`src/rtl/product_accum_pkg.sv`:
```
// Shared types and default widths for the product accumulator slice.
package product_accum_pkg;

    localparam int unsigned IN_W_DEF  = 16;
    localparam int unsigned ACC_W_DEF = 20;
    localparam int unsigned CNT_W_DEF = 8;

    typedef enum logic [1:0] {
        IDLE,
        ACCUM,
        HOLD
    } state_e;

endpackage

```
`src/rtl/sat_add.sv`:
```
// Combinational signed saturating adder: ACC_W accumulator plus IN_W addend.
module sat_add #(
    parameter int unsigned ACC_W = 20,
    parameter int unsigned IN_W  = 16
) (
    input  logic [ACC_W-1:0] acc,
    input  logic [IN_W-1:0]  addend,
    output logic [ACC_W-1:0] sum,
    output logic             sat
);

    logic [ACC_W:0] wide;

    always_comb begin
        wide = {acc[ACC_W-1], acc} + {{(ACC_W + 1 - IN_W){addend[IN_W-1]}}, addend};
        // One guard bit is enough: disagreement with the old sign bit means out of range.
        sat  = wide[ACC_W] ^ wide[ACC_W-1];
        if (!sat) begin
            sum = wide[ACC_W-1:0];
        end else if (wide[ACC_W]) begin
            sum            = '0;
            sum[ACC_W-1]   = 1'b1;
        end else begin
            sum            = '1;
            sum[ACC_W-1]   = 1'b0;
        end
    end

endmodule

```
`src/rtl/product_accum.sv`:
```
// Frame-based saturating accumulator of signed products with valid/ready result handshake.
module product_accum
    import product_accum_pkg::*;
#(
    parameter int unsigned IN_W  = IN_W_DEF,
    parameter int unsigned ACC_W = ACC_W_DEF,
    parameter int unsigned CNT_W = CNT_W_DEF
) (
    input  logic             clk,
    input  logic             rst_n,
    input  logic             in_valid,
    input  logic [IN_W-1:0]  in_data,
    input  logic             in_last,
    output logic             in_ready,
    output logic             out_valid,
    input  logic             out_ready,
    output logic [ACC_W-1:0] out_sum,
    output logic [CNT_W-1:0] out_count,
    output logic             out_ovf
);

    state_e             state_q, state_d;
    logic [ACC_W-1:0]   acc_q, acc_d;
    logic [CNT_W-1:0]   cnt_q, cnt_d;
    logic               ovf_q, ovf_d;
    logic               out_valid_q, out_valid_d;

    logic [ACC_W-1:0]   add_sum;
    logic               add_sat;
    logic               accept;

    sat_add #(
        .ACC_W (ACC_W),
        .IN_W  (IN_W)
    ) u_sat_add (
        .acc    (acc_q),
        .addend (in_data),
        .sum    (add_sum),
        .sat    (add_sat)
    );

    assign in_ready = (state_q != HOLD);
    assign accept   = in_valid && in_ready;

    always_comb begin
        state_d     = state_q;
        acc_d       = acc_q;
        cnt_d       = cnt_q;
        ovf_d       = ovf_q;
        out_valid_d = out_valid_q;
        case (state_q)
            IDLE: begin
                if (accept) begin
                    acc_d = {{(ACC_W - IN_W){in_data[IN_W-1]}}, in_data};
                    cnt_d = CNT_W'(1);
                    ovf_d = 1'b0;
                    if (in_last) begin
                        state_d     = HOLD;
                        out_valid_d = 1'b1;
                    end else begin
                        state_d = ACCUM;
                    end
                end
            end
            ACCUM: begin
                if (accept) begin
                    acc_d = add_sum;
                    cnt_d = (cnt_q == '1) ? cnt_q : cnt_q + CNT_W'(1);
                    ovf_d = ovf_q | add_sat;
                    if (in_last) begin
                        state_d     = HOLD;
                        out_valid_d = 1'b1;
                    end
                end
            end
            HOLD: begin
                if (out_ready) begin
                    state_d     = IDLE;
                    out_valid_d = 1'b0;
                end
            end
            default: begin
                state_d     = IDLE;
                out_valid_d = 1'b0;
            end
        endcase
    end

    always_ff @(posedge clk or negedge rst_n) begin
        if (!rst_n) begin
            state_q     <= IDLE;
            acc_q       <= '0;
            cnt_q       <= '0;
            ovf_q       <= 1'b0;
            out_valid_q <= 1'b0;
        end else begin
            state_q     <= state_d;
            acc_q       <= acc_d;
            cnt_q       <= cnt_d;
            ovf_q       <= ovf_d;
            out_valid_q <= out_valid_d;
        end
    end

    assign out_valid = out_valid_q;
    assign out_sum   = acc_q;
    assign out_count = cnt_q;
    assign out_ovf   = ovf_q;

endmodule

```
`config.mk`:
```
export PLATFORM = sky130hd
export DESIGN_NAME = product_accum
export DESIGN_NICKNAME = d
export VERILOG_FILES = /design/src/rtl/product_accum_pkg.sv /design/src/rtl/sat_add.sv /design/src/rtl/product_accum.sv
export SDC_FILE = /design/constraint.sdc
export NUM_CORES = 1
export LEC_CHECK = 0
export ABC_CLOCK_PERIOD_IN_PS = 3300
export CELL_PAD_IN_SITES_DETAIL_PLACEMENT = 1
export CELL_PAD_IN_SITES_GLOBAL_PLACEMENT = 2
export CORE_UTILIZATION = 31
export DETAILED_ROUTE_END_ITERATION = 8
export PLACE_DENSITY_LB_ADDON = 0.1
export SLEW_MARGIN = 25
export SYNTH_ARGS = -nofsm -noshare
export SYNTH_HDL_FRONTEND = slang
export SYNTH_SLANG_ARGS = --single-unit
```
`constraint.sdc`:
```
create_clock -name clk -period 3.3 [get_ports clk]
set_clock_uncertainty 0.1 [all_clocks]
set_input_delay 0.99 -clock clk [delete_from_list [all_inputs] [get_ports clk]]
set_output_delay 0.99 -clock clk [all_outputs]
set_load 0.03 [all_outputs]
```
==> results.toml, run 1 <==
[floorplanning]
core_sq_mm = 0.00818
die-area_sq_mm = 0.00874
row_count = 33
die_w_um = 93.5
io_pins = 52
die_height_um = 93.5
start_util_pct = 31.7

[logic_synthesis]
syn_area_sq_mm = 0.00259
yosysSeqAreaShare_pct = 30.9
synth_ff_type = "dfrtp_1"
ys_types = 52
synth_area_leaders = "dfrtp_1 (31%), ha_1 (10%), o21ai_0 (5.6%)"
synth_nets = 349
syn_inst = 306
synthArstFlopShare_pct = 100
synth_top_area_share_pct = 30.9
yosysTopAreaCell = "dfrtp_1"
synth_edf_count = 0
synth-seq-cells = 32
yosysWarnings = 0
synth.top_cells.by_count = "dfrtp_1 (32), nand2_1 (32), o21ai_0 (29), a21oi_1 (25), nor2_1 (25)"
synth_area_per_cell_sq_um = 8.48

[placement]
portBuffers = 51
dp_slack_ns = -0.627
dp_hpwl_mm = 6.24
globalplace.congestion = 0.782
post_dp_cell_area_sq_mm = 0.00365

[sta]
setup-violations-final = 0
fin_crit_ns = 3.21
fmax_mhz = 311
fin_crit_sh_pct = 97.4
slew_headroom_pct = 57.6
tightestPinTransition_ns = 0.635
hold_viol = 0
timing.final.ws_setup_ns = 0.0872
drv_slew = 0
rsz0062_at_grt = "no"

[global_route]
grt_pass1_wl_mm = 13.9
grt_pass1_vias = 2843
grt_overflow = 0
grt_max_degree = 33
antenna_found_initial = 0
grt_usage_pct = 20.3

[cells_and_area]
final_cell_area_sq_mm = 0.00416
nets = 473
areaGrowthSynthToFinish_pct = 60.2
antenna_cells = 0
drive_above_1_share_pct = 33.0
fin_util_pct = 50.9

[clock_tree]
htree_levels = 2
cts_buffer_depth = 2
root_buffer = "clkbuf_8"
numCtsBuffers = 5
postCtsHoldBufs = 0
cts_sinks = 32
clkTransAtPathRegs_ns = 0.07
cts_tree = "yes"
clk-insertion-delay-late_ns = 0.29

[status]
status = "completed"

[drt]
vias = 2746
wl_per_cell_um = 16.0
drtIter0Drc = 39
vias_per_cell = 5.13
ant_nets = 0
drt-total-wl_mm = 8.56
drt_first_pass_iters = 4
drcViolationCount = 0

[critical_path]
crit_path_end_kind = "register"
crit_fanout = 4
worstSetupStartpointType = "input pin"
critPathRequiredTime_ns = 3.39
crit_arrival_ns = 3.31
path_class = "in2reg"

[power]
power.leakage_nw = 1.79
vdd_drop_max_mv = 0.347
p_total_mw = 3.62
powerDensity_mw_per_mm2 = 871

[hold_path]
hp-class = "reg2reg"

[job]
drv_cap = 0
-- sequential cells by signal, summed over array words and instances, names as in the netlist --
signal / flops
out_valid: 1
out_ovf: 1
state_q: 2
out_sum: 20
out_count: 8
-- worst max-delay path: stages --
cell and delay, ns:
dlygate4sd2_1 0.27, ha_4 0.27, nor2b_4 0.14, o31ai_4 0.27, a21oi_2 0.11, buf_4 0.15, nor4_4 0.27, buf_4 0.17
o31ai_4 0.07, buf_4 0.13, buf_4 0.12, xnor2_1 0.11, a211oi_1 0.23
-- layer usage --
layer | track usage [%] | wire, um | vias up
met5 | 0 | 0 | -
met2 | 35.3 | 4210 | 42
met4 | 4.62 | 71 | 0
met1 | 26.7 | 4060 | 1341
met3 | 2.60 | 223 | 6
li1 | - | - | 1357
-- cell type report --
cell class	instances	area, sq um
Fill cell	952	4020
Multi-Input combinational cell	254	1980
Timing Repair Buffer	127	1110
Sequential cell	32	801
Tap cell	105	131
Clock buffer	7	96.3
Inverter	10	37.5
-- per-stage QoR --
| step | hold slack (ns) | TNS, ns | std cells |
|---|---|---|---|
| 2_1_floorplan | 0.348 | 0 | 306 |
| 3_3_place_gp | 0.379 | -10.06 | 512 |
| 3_5_place_dp | 0.397 | -11.51 | 512 |
| 4_1_cts | 0.407 | 0 | 531 |
| 5_1_grt | 0.426 | 0 | 535 |
| 6_report | 0.402 | 0 | 535 |
-- where the power goes --
group	switching [mW]	total [mW]	internal (mW)
Sequential	0.133	0.645	0.511
Combinational	1.34	2.63	1.29
Clock	0.164	0.350	0.186
Total	1.64	3.62	1.98
-- path summary, 6_finish.rpt --
kind	startpoint	endpoint	slack [ns]	depth (start not counted)
max	in_data[2]	out_sum[16]$_DFFE_PN0P_	0.09	13
min	state_q[1]$_DFFE_PN0P_	state_q[0]$_DFFE_PN0P_	0.40	1
max reg2reg	out_sum[0]$_DFFE_PN0P_	out_sum[16]$_DFFE_PN0P_	0.53	14
min reg2reg	state_q[1]$_DFFE_PN0P_	state_q[0]$_DFFE_PN0P_	0.40	1
max in group asynchronous	rst_n	out_ovf$_DFFE_PN0P_	1.77	2
min in group asynchronous	rst_n	out_sum[5]$_DFFE_PN0P_	1.01	2
-- cells in the final DEF, fill, tap and decap left out, types with 3 or more instances in the layout --
cell type and n:
a211oi_2 3, a21o_1 3, a21oi_1 21, a21oi_2 15, buf_4 72, buf_6 3
clkbuf_8 7, clkdlybuf4s50_1 40, dfrtp_1 32, dlymetal6s2s_1 7, ha_1 7, ha_2 3
ha_4 11, inv_1 10, nand2_1 32, nand2b_1 3, nand3_1 7, nor2_1 21
nor2_2 4, nor2b_1 3, nor3_1 3, nor3b_1 3, o211ai_1 4, o21ai_0 27
o21ai_1 6, o21bai_1 3, o31ai_1 3, or3_1 12, xnor2_1 12, xor2_1 7
-- what timing repair did --
action | CTS | global route
setup buffers | 12 | 4
pin swaps | 15 | 24
gates resized for setup | 28 | 33
gates cloned | 0 | 0
setup endpoints to repair | 21 | 21
-- logic make-up (layout without fill, tap and decap cells) --
kind of cell,after synthesis,count (layout),synth area share (%)
AOI/OAI and AO/OA,109,109,28.1
adders and majority gates,22,22,10.9
buffers and inverters,20,144,3.33
xor gates and xnor gates,19,19,6.41
and+or+nand+nor,103,103,20.1
muxes,1,1,0.386
DFF,32,32,30.9
Power figures use the tool's default switching activity.
==> inputs of run 2 (changes only) <==
Settings changed: ABC_AREA set to 1, CORE_UTILIZATION 31 to 29, CTS_CLUSTER_DIAMETER set to 120, TNS_END_PERCENT set to 5.
==> run 2 against run 1 <==
  * Critical endpoint is now out_sum[0]$_DFFE_PN0P_
  * Utilization shrank 6.9 points
  * Routed wire length grew 17%
  * Synthesized cell count grew 51%
==> results.toml, run 2 <==
[sta]
timing.final.ws_setup_ns = 0.221
slew_headroom_pct = 69.2
fin_crit_ns = 3.08
rsz0062_at_grt = "no"
tightestPinTransition_ns = 0.462
drv_slew = 0
fin_crit_sh_pct = 93.3
setup_tns_ns = 0
hold_ws_ns = 0.411
setup-violations-final = 0
fmax_mhz = 325
hold_viol = 0

[placement]
dp_hpwl_mm = 7.64
dp_cells = 705
globalplace.congestion = 0.818
dp_slack_ns = -0.396
portBuffers = 51
post_dp_cell_area_sq_mm = 0.00411

[critical_path]
r2r_cells = 17
crit_fanout = 4
r2r_start = "out_sum[0]$_DFFE_PN0P_"
worstReg2RegEnd = "out_sum[0]$_DFFE_PN0P_"
path_class = "in2reg"
r2r_slack_ns = 0.88
critPathRequiredTime_ns = 3.40
crit_arrival_ns = 3.18
worstSetupStartpointType = "input pin"
crit_path_end_kind = "register"

[hold_path]
hp-class = "reg2reg"
min_path_cells = 2
min_to = "out_sum[6]$_DFFE_PN0P_"
min_from = "out_sum[6]$_DFFE_PN0P_"

[cells_and_area]
final_cell_mix = "nand2_1 (172), buf_4 (67), nor2_1 (57), clkdlybuf4s50_1 (49), inv_1 (47)"
final_cell_area_sq_mm = 0.00432
nets = 626
largest_register_ffs = 20
antenna_cells = 0
instances_no_fill = 717
multi_input_area_sq_mm = 0.00196
areaGrowthSynthToFinish_pct = 46.4
final_common_cell = "nand2_1"
drive_above_1_share_pct = 20.5
fillCellCount = 1350
seq_area_sq_um = 801

[floorplanning]
die_w_um = 103
io_pins = 52
die_height_um = 103
row_count = 36
die-area_sq_mm = 0.0106
start_util_pct = 30.0
core_sq_mm = 0.00982

[drt]
drcViolationCount = 0
drt_first_pass_iters = 4
wl_per_cell_um = 13.9
ant_nets = 0
vias_per_cell = 4.63
drt-total-wl_mm = 9.99
drtIter0Drc = 46
vias = 3321

[power]
powerDensity_mw_per_mm2 = 740
power.leakage_nw = 2.28
vdd_drop_max_mv = 0.308

[logic_synthesis]
synth.top_cells.by_count = "nand2_1 (174), nor2_1 (57), inv_1 (48), dfrtp_1 (32), a21oi_1 (27)"
synth_area_per_cell_sq_um = 6.40
synth-seq-cells = 32
synth_top_area_share_pct = 27.1
synth_area_leaders = "dfrtp_1 (27%), nand2_1 (22%), ha_1 (8.9%)"
yosysWarnings = 0
syn_area_sq_mm = 0.00295
synthArstFlopShare_pct = 100
ys_types = 39
syn_inst = 461
yosysSeqAreaShare_pct = 27.1
synth_edf_count = 0
yosysTopAreaCell = "dfrtp_1"
synth_ff_type = "dfrtp_1"
synth_nets = 504
synth.most_common_cell = "nand2_1"

[job]
drv_cap = 0

[global_route]
antenna_found_initial = 0
grt_pass1_wl_mm = 16.1
grt_max_degree = 40
grt_pass1_vias = 3458
grt_overflow = 0
grt_usage_pct = 19.8

[clock_tree]
postCtsHoldBufs = 0
clkTransAtPathRegs_ns = 0.09
cts_sinks = 32
htree_levels = 2
numCtsBuffers = 5
cts_tree = "yes"
cts_buffer_depth = 2
clk-insertion-delay-late_ns = 0.31
root_buffer = "clkbuf_8"

[status]
status = "completed"
==> run 2: metrics by stage <==
step	utilization, %	power, mW
after CTS	43.0	3.18
after global routing	44.0	3.50
after detailed placement	41.8	2.78
final	44.0	3.20
after global placement	41.8	2.75
after floorplan	-	1.84
==> run 2: timing repair <==
item	CTS	global route
setup buffers	0	2
setup endpoints to repair	10	20
cloned	0	2
pin swaps	2	3
resized for setup	7	13
endpoints found under the hold margin	0	0
==> run 2: logic make-up after synthesis <==
kind of cell	synth area share, %
fa+ha+maj	9.58
compound gates	9.75
simple gates	41.0
buf+inv	8.65
flops	27.1
xor+xnor	3.86
==> run 2: per-layer routing <==
layer,global-route usage [%],vias up,share of wire (%)
met5,0,-,0
met4,5.09,0,1.1
met3,2.64,10,2.0
met2,35.5,36,50
met1,24.9,1581,47
li1,-,1694,-
==> run 2: critical path, cell delays in order <==
cell and delay [ns]:
clkdlybuf4s50_1 0.49, inv_1 0.08, fa_2 0.39, inv_2 0.07
nand2_2 0.06, o21ai_4 0.18, nand3b_1 0.13, nand3_1 0.10
nand2_1 0.06, nand2_2 0.11, inv_2 0.06, nand2_4 0.08
nand2_8 0.11, inv_6 0.12, nand2_1 0.06, nand2_1 0.05
nand2_1 0.05
==> run 2: cell type report <==
cell class / count / share of cell area, %
multi-input combinational: 369 / 45.3
timing repair buffer: 121 / 24.8
sequential: 32 / 18.5
inverter: 52 / 4.81
tap: 133 / 3.85
clock buffer: 5 / 1.59
timing repair inverter: 2 / 0.579
clock inverter: 3 / 0.550
==> run 2: worst max-delay path by stage <==
stage	slack, ns	depth (start not counted)	startpoint	to
after floorplan	0.37	18	in_data[0]	out_sum[10]$_DFFE_PN0P_
after global placement	-0.31	19	in_data[0]	out_sum[16]$_DFFE_PN0P_
after detailed placement	-0.40	19	in_data[0]	out_sum[16]$_DFFE_PN0P_
after CTS	0.02	17	in_data[0]	out_sum[13]$_DFFE_PN0P_
after global routing	0.02	17	in_data[13]	out_sum[2]$_DFFE_PN0P_
final	0.22	17	in_data[1]	out_sum[0]$_DFFE_PN0P_
==> run 2: where the power goes <==
group | internal, mW | total (mW) | switching (mW)
Combinational | 1.01 | 2.27 | 1.26
Clock | 0.150 | 0.345 | 0.195
Sequential | 0.492 | 0.582 | 0.0904
Total | 1.65 | 3.20 | 1.54
==> inputs of run 3 (changes only) <==
Settings changed: ABC_CLOCK_PERIOD_IN_PS 3300 to 3850, CELL_PAD_IN_SITES_DETAIL_PLACEMENT 1 to not set, CELL_PAD_IN_SITES_GLOBAL_PLACEMENT 2 to not set, CORE_UTILIZATION 29 to 56, PLACE_DENSITY set to 0.84, PLACE_DENSITY_LB_ADDON 0.1 to not set.
Clock period 3.3 ns to 3.85 ns, I/O delays scaled along.
==> run 3 against run 2 <==
  * Final area is 16% lower
  * Non-clock buffer count down 66
  * First-iteration DRC count rose to 3.5 times the previous value
  * Sequential power decreased by 15%
  * Die area shrank 47%
  * Sequential share of layout area increased by 3.5 points
  * Routed wire length shrank 25%
  * Cell count is 18% lower
  * Hold slack about the same
==> results.toml, run 3 (synthesis results as in run 2) <==
[sta]
fmax_mhz = 280
drv_slew = 0
rsz0062_at_grt = "no"
setup-violations-final = 0
setup_tns_ns = 0
slew_headroom_pct = 71.4
tightestPinTransition_ns = 0.429
fin_crit_sh_pct = 92.6
hold_viol = 0
fin_crit_ns = 3.57

[drt]
vias_per_cell = 5.11
wl_per_cell_um = 12.7
drtIter0Drc = 162
vias = 2994
drt_first_pass_iters = 4
drt-total-wl_mm = 7.45
drcViolationCount = 0
ant_nets = 0

[critical_path]
slowest_delay_ns = 0.49
r2r_cells = 15
critical-path-top-delay-family = "simple AND/OR/NAND/NOR gates"
path_common_cell = "nand2_1"
critPathRequiredTime_ns = 3.94
path_cells = "clkdlybuf4s50_1, ha_1, inv_1, fa_1, inv_1, nand2_1, o21ai_2, nand3b_1, nand3_1, nand2_1, nand2_2, nand2_2, nand2_1, nand2_2, nand2_1, nand2_1"
crit_buf_inv = 3
worstSetupStartpointType = "input pin"
cp_slowest_cell = "clkdlybuf4s50_1"
crit_fanout = 19
path_depth = 16
crit_path_end_kind = "register"
path_class = "in2reg"
crit_arrival_ns = 3.65

[power]
powerDensity_mw_per_mm2 = 639
power.leakage_nw = 1.93
p_total_mw = 2.32
vdd_drop_max_mv = 0.342

[cells_and_area]
final_cell_mix = "nand2_1 (174), nor2_1 (57), clkdlybuf4s50_1 (51), inv_1 (48), dfrtp_1 (32)"
fillCellCount = 484
largest_register_ffs = 20
nets = 558
drive_above_1_share_pct = 8.53
areaGrowthSynthToFinish_pct = 23.2
multi_input_area_sq_mm = 0.00189
final_common_cell = "nand2_1"
instances_no_fill = 586
antenna_cells = 0
seq_area_sq_um = 801

[clock_tree]
clk-insertion-delay-late_ns = 0.29
clkTransAtPathRegs_ns = 0.08
ctsResizeCount = 0
cts_tree = "yes"
root_buffer = "clkbuf_8"
cts_buffer_depth = 2
cts_sinks = 32
postCtsHoldBufs = 0
htree_levels = 2
post-cts-setup-buffers = 0
numCtsBuffers = 5

[floorplanning]
die_w_um = 74.6
die-area_sq_mm = 0.00556
start_util_pct = 58.1
die_height_um = 74.6
row_count = 26
core_sq_mm = 0.00507
io_pins = 52

[placement]
dp_hpwl_mm = 5.60
dp_cells = 578
globalplace.congestion = 0.896
portBuffers = 51

[global_route]
top_usage_layer = "met2"
met2_usage_pct = 48.8
grt_usage_pct = 28.4
grt_pass1_vias = 2666
use_met3_pct = 6.10
grt_overflow = 0
grt_pass1_wl_mm = 12.0
gr-usage-met1_pct = 35.8
grt_max_degree = 40
antenna_found_initial = 0

[hold_path]
hp-class = "reg2reg"
min_path_cells = 2

[status]
status = "completed"

[job]
drv_cap = 0
-- run 3: changes by cell type in the layout (fill, tap and decap cells not counted), moves of 2 or more --
cell,previous run,this run
ha_1,18,21
o21ai_0,8,10
dlymetal6s2s_1,2,0
o21ai_1,3,1
buf_12,2,0
nand2_1,172,174
ha_4,2,0
buf_4,67,4
nand2_2,16,14
clkdlybuf4s50_1,49,51
o21ai_4,2,0
o21ai_2,0,2
-- run 3: worst paths after layout --
kind,start,to,slack [ns]
max,in_data[0],out_sum[13]$_DFFE_PN0P_,0.28
min,out_sum[8]$_DFFE_PN0P_,out_sum[8]$_DFFE_PN0P_,0.41
max reg2reg,out_sum[0]$_DFFE_PN0P_,out_sum[13]$_DFFE_PN0P_,1.25
min reg2reg,out_sum[8]$_DFFE_PN0P_,out_sum[8]$_DFFE_PN0P_,0.41
max in group asynchronous,rst_n,out_sum[13]$_DFFE_PN0P_,2.18
min in group asynchronous,rst_n,out_sum[10]$_DFFE_PN0P_,1.14
-- run 3: worst min-delay path: stages, from the launching register on --
cell,delay (ns)
dfrtp_1,0.37
nand2_1,0.06
nand2_1,0.05
-- run 3: final cells by class --
class / count / area share, %
multi-input combinational: 369 / 52.1
sequential: 32 / 22.0
timing repair buffer: 55 / 14.9
inverter: 52 / 5.51
tap: 70 / 2.41
clock buffer: 5 / 1.89
clock inverter: 3 / 1.17
-- run 3: routing by layer --
metal | vias up | part of all wire (%)
li1 | 1555 | -
met4 | 0 | 1.1
met5 | - | 0
met2 | 69 | 48
met1 | 1361 | 46
met3 | 9 | 5.0
-- run 3: power by group --
| part | switching [mW] | internal, mW | leakage (nW) | total [mW] |
|---|---|---|---|---|
| sequential | 0.0750 | 0.422 | 0.394 | 0.497 |
| combinational | 0.931 | 0.549 | 1.48 | 1.48 |
| clock | 0.152 | 0.192 | 0.0541 | 0.344 |
| total | 1.16 | 1.16 | 1.93 | 2.32 |
-- run 3: metrics by stage --
step | hold slack (ns) | utilization (%) | cell area, sq um | setup WS [ns]
final | 0.411 | 71.6 | 3630 | 0.284
after global routing | 0.434 | 71.6 | 3630 | 0.0426
after CTS | 0.419 | 71.6 | 3630 | 0.277
after detailed placement | 0.398 | 69.4 | 3520 | -0.0307
after global placement | 0.377 | 69.4 | 3520 | 0.0110
after floorplan | 0.498 | - | 2950 | 0.759
